**src/rtl/adc_cfg_pkg.sv**
```systemverilog
// Shared types and the default ADC configuration table for the serial config path.
// Each table entry holds an 8-bit register address and 16-bit data, sent MSB first.
package adc_cfg_pkg;

  typedef enum logic [2:0] {
    S_IDLE,
    S_SETUP,
    S_SHIFT,
    S_GAP,
    S_DONE
  } state_t;

  localparam logic [7:0] ADDR_RST      = 8'h00;
  localparam logic [7:0] ADDR_PWRDN    = 8'h0F;
  localparam logic [7:0] ADDR_TEST_PAT = 8'h25;
  localparam logic [7:0] ADDR_42       = 8'h42;
  localparam logic [7:0] ADDR_45       = 8'h45;
  localparam logic [7:0] ADDR_LVDS_CFG = 8'h46;

  // Entry 0 is a known pattern so the wire format can be recognised on a scope.
  localparam logic [23:0] CFG_TABLE [0:15] = '{
    {8'h0A,         16'h5C3F},
    {ADDR_RST,      16'h0001},
    {ADDR_PWRDN,    16'h0000},
    {ADDR_TEST_PAT, 16'h0000},
    {ADDR_42,       16'h8000},
    {ADDR_45,       16'h0004},
    {ADDR_LVDS_CFG, 16'hC000},
    {ADDR_PWRDN,    16'h0200},
    {ADDR_TEST_PAT, 16'h0040},
    {ADDR_42,       16'h0000},
    {ADDR_45,       16'h0000},
    {ADDR_LVDS_CFG, 16'h8801},
    {ADDR_PWRDN,    16'h0000},
    {ADDR_TEST_PAT, 16'h0000},
    {ADDR_42,       16'h0000},
    {ADDR_45,       16'h0000}
  };

endpackage

```
**src/rtl/adc_cfg_rom.sv**
```systemverilog
// Combinational index -> configuration word lookup; swap the table here per board revision.
// Zero latency, no flow control.
module adc_cfg_rom
  import adc_cfg_pkg::*;
(
  input  logic [3:0]  idx,
  output logic [23:0] word
);

  assign word = CFG_TABLE[idx];

endmodule

```
**src/rtl/adc_cfg_serializer.sv**
```systemverilog
// Shifts the ADC configuration table out on CSB/SCLK/SDATA while ADC_INIT is held, then flags INIT_DONE.
// All outputs registered (one cycle after the sampling edge); an ADC_INIT drop finishes the current word and gap first.
module adc_cfg_serializer
  import adc_cfg_pkg::*;
#(
  parameter int NUM_WORDS = 8,
  parameter int WORD_W    = 24,
  parameter int CLK_DIV   = 4,
  parameter int GAP       = 4
) (
  input  logic       CLK,
  input  logic       RST,
  input  logic       ADC_INIT,
  output logic       INIT_DONE,
  output logic       BUSY,
  output logic       ADC_CSB,
  output logic       ADC_SCLK,
  output logic       ADC_SDATA,
  output logic [3:0] WORD_IDX
);

  localparam int HC_W = (CLK_DIV > 1) ? $clog2(CLK_DIV) : 1;
  localparam int GC_W = (GAP > 1) ? $clog2(GAP) : 1;
  localparam int BC_W = $clog2(WORD_W + 1);
  localparam logic [HC_W-1:0] HC_LAST  = HC_W'(CLK_DIV - 1);
  localparam logic [GC_W-1:0] GC_LAST  = GC_W'(GAP - 1);
  localparam logic [BC_W-1:0] BC_LAST  = BC_W'(WORD_W);
  localparam logic [3:0]      IDX_LAST = 4'(NUM_WORDS - 1);

  state_t              state, state_nxt;
  logic [HC_W-1:0]     hcnt, hcnt_nxt;
  logic [GC_W-1:0]     gcnt, gcnt_nxt;
  logic [BC_W-1:0]     bcnt, bcnt_nxt;
  logic [WORD_W-1:0]   shreg, shreg_nxt;
  logic                abort, abort_nxt;
  logic                csb_nxt, sclk_nxt, sdata_nxt, done_nxt, busy_nxt;
  logic [3:0]          idx_nxt;
  logic [3:0]          rom_idx;
  logic [23:0]         rom_word;

  assign rom_idx = (state == S_IDLE) ? 4'd0 : WORD_IDX + 4'd1;

  adc_cfg_rom u_rom (
    .idx  (rom_idx),
    .word (rom_word)
  );

  always_ff @(posedge CLK) begin
    if (RST) begin
      state     <= S_IDLE;
      hcnt      <= '0;
      gcnt      <= '0;
      bcnt      <= '0;
      shreg     <= '0;
      abort     <= 1'b0;
      ADC_CSB   <= 1'b1;
      ADC_SCLK  <= 1'b0;
      ADC_SDATA <= 1'b0;
      INIT_DONE <= 1'b0;
      BUSY      <= 1'b0;
      WORD_IDX  <= 4'd0;
    end else begin
      state     <= state_nxt;
      hcnt      <= hcnt_nxt;
      gcnt      <= gcnt_nxt;
      bcnt      <= bcnt_nxt;
      shreg     <= shreg_nxt;
      abort     <= abort_nxt;
      ADC_CSB   <= csb_nxt;
      ADC_SCLK  <= sclk_nxt;
      ADC_SDATA <= sdata_nxt;
      INIT_DONE <= done_nxt;
      BUSY      <= busy_nxt;
      WORD_IDX  <= idx_nxt;
    end
  end

  always_comb begin
    state_nxt = state;
    unique case (state)
      S_IDLE:  if (ADC_INIT) state_nxt = S_SETUP;
      S_SETUP: if (hcnt == HC_LAST) state_nxt = S_SHIFT;
      S_SHIFT: if (hcnt == HC_LAST && ADC_SCLK && bcnt == BC_LAST) state_nxt = S_GAP;
      S_GAP: begin
        if (gcnt == GC_LAST) begin
          if (abort || !ADC_INIT)     state_nxt = S_IDLE;
          else if (WORD_IDX < IDX_LAST) state_nxt = S_SETUP;
          else                        state_nxt = S_DONE;
        end
      end
      S_DONE:  if (!ADC_INIT) state_nxt = S_IDLE;
      default: state_nxt = S_IDLE;
    endcase
  end

  always_comb begin
    hcnt_nxt  = hcnt;
    gcnt_nxt  = gcnt;
    bcnt_nxt  = bcnt;
    shreg_nxt = shreg;
    abort_nxt = abort;
    csb_nxt   = ADC_CSB;
    sclk_nxt  = ADC_SCLK;
    sdata_nxt = ADC_SDATA;
    idx_nxt   = WORD_IDX;
    done_nxt  = (state_nxt == S_DONE);
    busy_nxt  = (state_nxt inside {S_SETUP, S_SHIFT, S_GAP});
    unique case (state)
      S_IDLE: begin
        abort_nxt = 1'b0;
        if (state_nxt == S_SETUP) begin
          idx_nxt   = 4'd0;
          shreg_nxt = WORD_W'(rom_word);
          sdata_nxt = shreg_nxt[WORD_W-1];
          csb_nxt   = 1'b0;
          sclk_nxt  = 1'b0;
          hcnt_nxt  = '0;
          bcnt_nxt  = '0;
        end
      end
      S_SETUP: begin
        if (!ADC_INIT) abort_nxt = 1'b1;
        hcnt_nxt = (hcnt == HC_LAST) ? '0 : hcnt + 1'b1;
      end
      S_SHIFT: begin
        if (!ADC_INIT) abort_nxt = 1'b1;
        if (hcnt == HC_LAST) begin
          hcnt_nxt = '0;
          if (!ADC_SCLK) begin
            sclk_nxt = 1'b1;
            bcnt_nxt = bcnt + 1'b1;
          end else if (state_nxt == S_GAP) begin
            // Closing SCLK fall coincides with CSB release.
            sclk_nxt  = 1'b0;
            csb_nxt   = 1'b1;
            sdata_nxt = 1'b0;
            gcnt_nxt  = '0;
          end else begin
            sclk_nxt  = 1'b0;
            shreg_nxt = shreg << 1;
            sdata_nxt = shreg_nxt[WORD_W-1];
          end
        end else begin
          hcnt_nxt = hcnt + 1'b1;
        end
      end
      S_GAP: begin
        if (!ADC_INIT) abort_nxt = 1'b1;
        if (gcnt != GC_LAST) begin
          gcnt_nxt = gcnt + 1'b1;
        end else if (state_nxt == S_SETUP) begin
          idx_nxt   = WORD_IDX + 4'd1;
          shreg_nxt = WORD_W'(rom_word);
          sdata_nxt = shreg_nxt[WORD_W-1];
          csb_nxt   = 1'b0;
          hcnt_nxt  = '0;
          bcnt_nxt  = '0;
        end
      end
      default: ;
    endcase
  end

endmodule

```
**config.mk**
```make
export PLATFORM = sky130hd
export DESIGN_NAME = adc_cfg_serializer
export DESIGN_NICKNAME = d
export VERILOG_FILES = /design/src/rtl/adc_cfg_pkg.sv /design/src/rtl/adc_cfg_rom.sv /design/src/rtl/adc_cfg_serializer.sv
export SDC_FILE = /design/constraint.sdc
export NUM_CORES = 1
export LEC_CHECK = 0
export BUFFER_PORTS_ARGS = -buffer_cell sky130_fd_sc_hd__buf_2
export CAP_MARGIN = 10
export CORE_MARGIN = 1.5
export CORE_UTILIZATION = 48
export CTS_BUF_LIST = sky130_fd_sc_hd__clkbuf_16
export DETAILED_ROUTE_END_ITERATION = 10
export PLACE_DENSITY = 0.75
export SYNTH_ARGS = -nofsm -noshare
export SYNTH_HDL_FRONTEND = slang
export SYNTH_SLANG_ARGS = --single-unit
```
**constraint.sdc**
```tcl
create_clock -name CLK -period 3.3 [get_ports CLK]
set_input_delay 0.66 -clock CLK [delete_from_list [all_inputs] [get_ports CLK]]
set_output_delay 0.66 -clock CLK [all_outputs]
set_load 0.02 [all_outputs]
```
==> results.py, run 1 <==
metrics = {
    "setup_path": {
        "path_buf_inv": 0,
        "cp-start-kind": "register",
        "slowest_stage": "dfxtp_1",
        "path_cells": "nor4bb_1, a31o_2, o31a_4, nor2_1, o311a_1",
        "cp.arrival_ps": 2680,
        "critical_path.max_stage_delay_ps": 690,
        "worstSetupPathType": "reg -> reg",
        "required_ps": 3470,
        "ff2ff_setup_slack_ps": 790,
        "cp-end-kind": "register",
        "crit_family": "compound AO/OA/AOI/OAI gates",
        "critPathMaxFanout": 23,
    },
    "sta": {
        "max_slew_margin_pct": 38.7,
        "maxSlewViolCount": 0,
        "finalHoldViolCount": 0,
        "fmax_ghz": 0.398,
        "grt_setup_unrepaired": "no",
        "finalCriticalPeriod_ps": 2510,
        "worst_pin_slew_ps": 919,
        "period_share_pct": 76.1,
        "skew_ps": 4.70,
        "fin_setup_tns_ps": 0,
        "finalSetupViolCount": 0,
    },
    "power_and_ir_drop": {
        "p_switching_mw": 0.302,
        "ir_drop_mv": 0.294,
        "pwr-share-seq_pct": 43.4,
        "clockPowerShare_pct": 47.0,
        "power_mw": 1.35,
        "power_density_nw_per_um2": 474,
        "intPower_mw": 1.05,
        "switching_share_pct": 22.4,
        "pwr-share-comb_pct": 9.5,
        "leakage_nw": 0.985,
    },
    "synthesis": {
        "synth_nets": 318,
        "synth_area_leaders": "dfxtp_1, a21oi_1, nand3_1",
        "ys_ff_latch": 45,
        "synth_mux_area_share_pct": 1.14,
        "yosysSeqAreaShare_pct": 34.2,
        "synth_compound_area_share_pct": 27.9,
        "yosysMostFrequentCell": "dfxtp_1",
        "synth_xor_area_share_pct": 3.28,
        "yosys.area_share.simple_pct": 23.8,
        "synth_top_area_share_pct": 34.2,
        "netlist_area_um2": 2630,
        "synth_edf_count": 0,
        "synthAdderAreaFrac_pct": 2.38,
        "async_flop_share_pct": 0,
        "synth_top_family_by_area": "compound AO/OA/AOI/OAI gates",
        "synth_cell_types": 62,
        "syn_avg_cell_area_um2": 8.49,
        "synth_common_cells": "dfxtp_1, a21oi_1, nand3_1",
        "synth-main-ff-cell": "dfxtp_1",
        "syn_inst": 310,
        "yosysWarnings": 0,
        "synth_top_cell_by_area": "dfxtp_1",
    },
    "detailed_routing": {
        "drt_iter0_markers": 258,
        "ant_nets": 0,
        "route.detailed.drc": 0,
        "via_per_inst": 6.21,
        "routed_wl_um": 6160,
        "vias": 2347,
        "wl_per_cell_um": 16.3,
        "first_pass_iters": 8,
    },
    "global_route": {
        "grt_antenna_before_repair": 0,
        "grt_pass1_wl_um": 10300,
        "first_global_vias": 2158,
        "overflow": 0,
        "grtUsageTotal_pct": 21.5,
        "grt_start_max_net_pins": 45,
    },
    "floorplan": {
        "die_area_um2": 5940,
        "rows": 26,
        "die_h_um": 77.1,
        "pin_count": 12,
        "initial_core_util_pct": 50.6,
        "die_width_um": 77.1,
        "core-area_um2": 5200,
    },
    "run_status": {
        "status": "finished clean",
    },
    "clocking": {
        "htree_levels": 2,
        "clk_path_buf_depth": 2,
        "cts_buffers": 5,
        "post_cts_resized": 0,
        "cts.hold.buffers_added": 0,
        "cts.clk_slew.worst_paths_ps": 60,
        "clock-sinks": 45,
        "post_cts_buffers": 0,
        "cts_tree": "built",
        "clk_latency_ps": 290,
        "cts-root-buf": "clkbuf_16",
    },
    "placed_design": {
        "dp.final_hpwl_um": 4110,
        "place.gp.congestion": 0.877,
        "numPortBuffers": 11,
    },
    "layout": {
        "antenna_cells": 0,
        "layout-drive-gt1-share_pct": 17.2,
        "fillers": 502,
        "area_growth_pct": 8.03,
        "finalNetCount": 315,
    },
    "job": {
        "drv_cap": 0,
    },
    "min_path": {
        "hold_class": "reg -> reg",
    },
}
-- layout by cell type (no fill, tap or decap), types with 7 or more instances in the layout --
master | netlist | layout
a21oi_1 | 32 | 32
buf_2 | 10 | 11
nor3_1 | 20 | 20
o21ai_0 | 13 | 13
inv_1 | 7 | 7
nand2_1 | 20 | 20
a31oi_1 | 8 | 8
dfxtp_1 | 45 | 45
a211oi_2 | 10 | 10
nand3_1 | 27 | 27
nor2_1 | 20 | 20
-- per-layer routing --
metal	global-route usage [%]	wire, um
met5	0	0
met4	6.36	61
met3	3.93	246
met2	34.8	2910
met1	29.1	2950
-- layout make-up --
| type | count | area [um2] | share of cell area (%) |
|---|---|---|---|
| timing repair buffer | 17 | 100 | 3.52 |
| inverter | 7 | 26.3 | 0.924 |
| multi-input combinational | 231 | 1540 | 54.1 |
| clock buffer | 5 | 125 | 4.40 |
| clock inverter | 3 | 65.1 | 2.29 |
| tap | 70 | 87.6 | 3.08 |
| sequential | 45 | 901 | 31.7 |
-- final timing paths --
path,startpoint,depth (start not counted),endpoint
setup reg to reg,state[0],5,shreg[17]
setup / recovery,state[0],5,shreg[17]
hold reg to reg,shreg[6],2,shreg[7]
hold / removal,shreg[6],2,shreg[7]
-- flip-flops by register name, indices dropped and copies added (netlist names) --
name       flops
ADC_CSB        1
ADC_SCLK       1
ADC_SDATA      1
BUSY           1
INIT_DONE      1
WORD_IDX       4
abort          1
bcnt           5
gcnt           2
hcnt           2
shreg         23
state          3
-- tightest hold or removal path, delay by kind of cell (launching register included) --
| family | cells | cell delay [ps] |
|---|---|---|
| DFF | 1 | 310 |
| AOI/OAI and AO/OA | 1 | 50 |
| and+or+nand+nor | 1 | 50 |
-- power groups by stage --
stage | clock (mW) | combinational, mW | sequential (mW)
after floorplan | 0 | 0.115 | 0.591
after global placement | 0 | 0.124 | 0.597
after detailed placement | 0 | 0.127 | 0.597
after CTS | 0.647 | 0.128 | 0.585
after global routing | 0.671 | 0.141 | 0.589
final | 0.635 | 0.128 | 0.586
-- metrics by stage --
stage          hold slack (ps)  instance area, um2  worst slack [ps]  std cells  util (%)
3_3_place_gp               442                2650               912        370      51.0
4_1_cts                    455                2840               813        378      54.6
5_1_grt                    477                2840               615        378      54.6
6_report                   455                2840               789        378      54.6
2_1_floorplan              432                2630              1220        310         -
3_5_place_dp               446                2650               894        370      51.0
-- kinds of logic (layout without fill, tap and decap cells) --
kind of cell | Yosys count | count (layout)
AND/OR/NAND/NOR | 116 | 116
AO/OA/AOI/OAI | 98 | 98
flip-flops | 45 | 45
buffers and inverters | 34 | 32
XOR/XNOR | 9 | 9
adder cells (fa/ha/maj) | 5 | 5
multiplexers | 3 | 3
Note: power is estimated with default switching activity, not from simulation.
==> run 2, diff against run 1 <==
--- a/config.mk
+++ b/config.mk
@@ -5,13 +5,14 @@
 export SDC_FILE = /design/constraint.sdc
 export NUM_CORES = 1
 export LEC_CHECK = 0
+export ABC_AREA = 1
 export BUFFER_PORTS_ARGS = -buffer_cell sky130_fd_sc_hd__buf_2
 export CAP_MARGIN = 10
 export CORE_MARGIN = 1.5
 export CORE_UTILIZATION = 48
 export CTS_BUF_LIST = sky130_fd_sc_hd__clkbuf_16
 export DETAILED_ROUTE_END_ITERATION = 10
-export PLACE_DENSITY = 0.75
+export PLACE_DENSITY = 0.77
 export SYNTH_ARGS = -nofsm -noshare
 export SYNTH_HDL_FRONTEND = slang
 export SYNTH_SLANG_ARGS = --single-unit
==> constraint.sdc (replaced) <==
create_clock -name CLK -period 2.1 [get_ports CLK]
set_input_delay 0.42 -clock CLK [delete_from_list [all_inputs] [get_ports CLK]]
set_output_delay 0.42 -clock CLK [all_outputs]
set_load 0.02 [all_outputs]
==> run 2 against run 1 <==
- setup slack worse by 580 ps
- die area is 0.83% higher
- utilization is 2.6 points higher
- flip-flop and latch count stayed put
- largest power group is now sequential cells
==> results.py, run 2 <==
metrics = {
    "layout": {
        "multi_input_area_um2": 1430,
        "seq_area_um2": 902,
        "largest_register": "shreg",
        "antenna_cells": 0,
        "largest_reg_flops": 23,
        "top_regs": "shreg: 23 flops, bcnt: 5 flops, WORD_IDX: 4 flops",
        "final_cell_mix": "nand2_1, nor2_1, inv_1",
        "finalNetCount": 449,
        "fin_util_pct": 57.2,
        "fillers": 503,
        "area_growth_pct": 12.2,
        "layout-drive-gt1-share_pct": 11.8,
        "layout_commonest_cell": "nand2_1",
    },
    "global_route": {
        "grt_antenna_before_repair": 0,
        "grt_start_max_net_pins": 31,
        "overflow": 0,
        "grtUsageTotal_pct": 21.3,
        "grt_pass1_wl_um": 10400,
        "first_global_vias": 2373,
    },
    "sta": {
        "finalCriticalPeriod_ps": 1890,
        "finalSetupViolCount": 0,
        "skew_ps": 9.10,
        "maxSlewViolCount": 0,
        "fin_setup_tns_ps": 0,
        "fmax_ghz": 0.530,
        "worst_pin_slew_ps": 317,
        "max_slew_margin_pct": 78.3,
        "period_share_pct": 89.9,
        "finalHoldViolCount": 0,
        "grt_setup_unrepaired": "no",
    },
    "synthesis": {
        "synth_cell_types": 30,
        "yosysWarnings": 0,
        "synth_common_cells": "nand2_1, nor2_1, inv_1",
        "synth_nets": 434,
        "yosysSeqAreaShare_pct": 33.9,
        "syn_inst": 426,
        "synth_edf_count": 0,
        "synth-main-ff-cell": "dfxtp_1",
        "async_flop_share_pct": 0,
        "synth_area_leaders": "dfxtp_1, nand2_1, nor2_1",
        "netlist_area_um2": 2660,
        "ys_ff_latch": 45,
        "yosysMostFrequentCell": "nand2_1",
        "synth_top_area_share_pct": 33.9,
        "synth_top_cell_by_area": "dfxtp_1",
        "syn_avg_cell_area_um2": 6.23,
    },
    "setup_path": {
        "cp-end-kind": "register",
        "worstSetupPathType": "reg -> reg",
        "cp-start-kind": "register",
        "required_ps": 2290,
        "cp.arrival_ps": 2080,
        "critPathMaxFanout": 30,
    },
    "detailed_routing": {
        "routed_wl_um": 5850,
        "wl_per_cell_um": 11.4,
        "drt_iter0_markers": 242,
        "route.detailed.drc": 0,
        "ant_nets": 0,
        "first_pass_iters": 4,
        "vias": 2595,
        "via_per_inst": 5.07,
    },
    "placed_design": {
        "place.gp.congestion": 0.854,
        "dp.final_hpwl_um": 4170,
        "numPortBuffers": 11,
    },
    "clocking": {
        "htree_levels": 2,
        "post_cts_buffers": 0,
        "clk_latency_ps": 290,
        "cts.clk_slew.worst_paths_ps": 60,
        "cts.hold.buffers_added": 0,
        "cts-root-buf": "clkbuf_16",
        "clock-sinks": 45,
        "cts_buffers": 5,
        "clk_path_buf_depth": 2,
        "cts_tree": "built",
    },
    "power_and_ir_drop": {
        "leakage_nw": 1.46,
        "power_density_nw_per_um2": 745,
        "ir_drop_mv": 0.432,
    },
    "floorplan": {
        "die_area_um2": 5990,
        "die_width_um": 77.4,
        "core-area_um2": 5200,
        "pin_count": 12,
        "die_h_um": 77.4,
        "rows": 26,
        "initial_core_util_pct": 51.0,
    },
    "job": {
        "drv_cap": 0,
    },
    "run_status": {
        "status": "finished clean",
    },
    "min_path": {
        "hold_class": "in -> reg",
    },
}
[run 2: cell types whose count changed after synthesis, sizes merged, moves of 13 or more]
cell,before,now
a21oi,34,21
inv,7,65
nand2,21,114
nand4,4,21
nor2,20,73
nor3,22,2
[run 2: path summary, 6_finish.rpt]
path | from | end | slack, ps | cells after the start
setup / recovery | WORD_IDX[1] | shreg[4] | 210 | 13
hold / removal | ADC_INIT | state[2] | 460 | 3
setup reg to reg | WORD_IDX[1] | shreg[4] | 210 | 13
hold reg to reg | ADC_SDATA | ADC_SDATA | 460 | 2
[run 2: report_power, final]
group | total, mW | internal, mW | switching [mW]
combinational | 0.484 | 0.161 | 0.323
clock | 0.784 | 0.443 | 0.341
sequential | 0.950 | 0.921 | 0.0290
total | 2.22 | 1.52 | 0.693
[run 2: layout make-up]
type,count,share of cell area [%]
multi-input cells,299,48.2
flip-flops and latches,45,30.3
inverters,65,8.19
repair buffers,25,5.50
clock buffers,5,4.20
well taps,70,2.94
clock inverters,3,0.714
[run 2: metrics by stage]
stage	power (mW)	cell area (um2)	cells	worst slack, ps	hold slack, ps
after CTS	2.22	2950	512	123	462
after global placement	1.43	2810	504	176	451
after global routing	2.34	2980	512	5.42	495
final	2.22	2980	512	211	459
after floorplan	1.35	2660	426	204	434
after detailed placement	1.44	2810	504	142	455
[run 2: worst max-delay path: stages (launching register included)]
cell      delay [ps]
dfxtp_1          400
ha_1             210
nand2_1          100
nand2_1           90
o21bai_1          60
nand2_1           70
nand3_2          120
nand2_4          120
nand2_4          100
nand3_2           80
buf_6            220
nand2_1           90
inv_1             60
nor2_1            30
[run 2: what timing repair did]
item,in CTS,in global routing
setup endpoints to repair,0,23
endpoints found under the hold margin,0,0
resized for setup,0,8
[run 2: routing by layer]
layer | track usage, % | share of wire, % | wire [um] | vias up
met5 | 0 | 0 | 0 | -
met4 | 8.36 | 1.5 | 89 | 0
met3 | 3.53 | 5.6 | 329 | 8
met2 | 34.7 | 44 | 2590 | 69
met1 | 27.9 | 49 | 2840 | 1146
li1 | - | - | - | 1372
[run 2: cells by family after synthesis]
group / after synthesis / share of synthesized area, %
adders and majority gates: 5 / 2.36
AOI/OAI and AO/OA: 41 / 8.53
xor gates and xnor gates: 2 / 0.660
and+or+nand+nor: 251 / 41.7
buffers and inverters: 82 / 12.9
DFF: 45 / 33.9
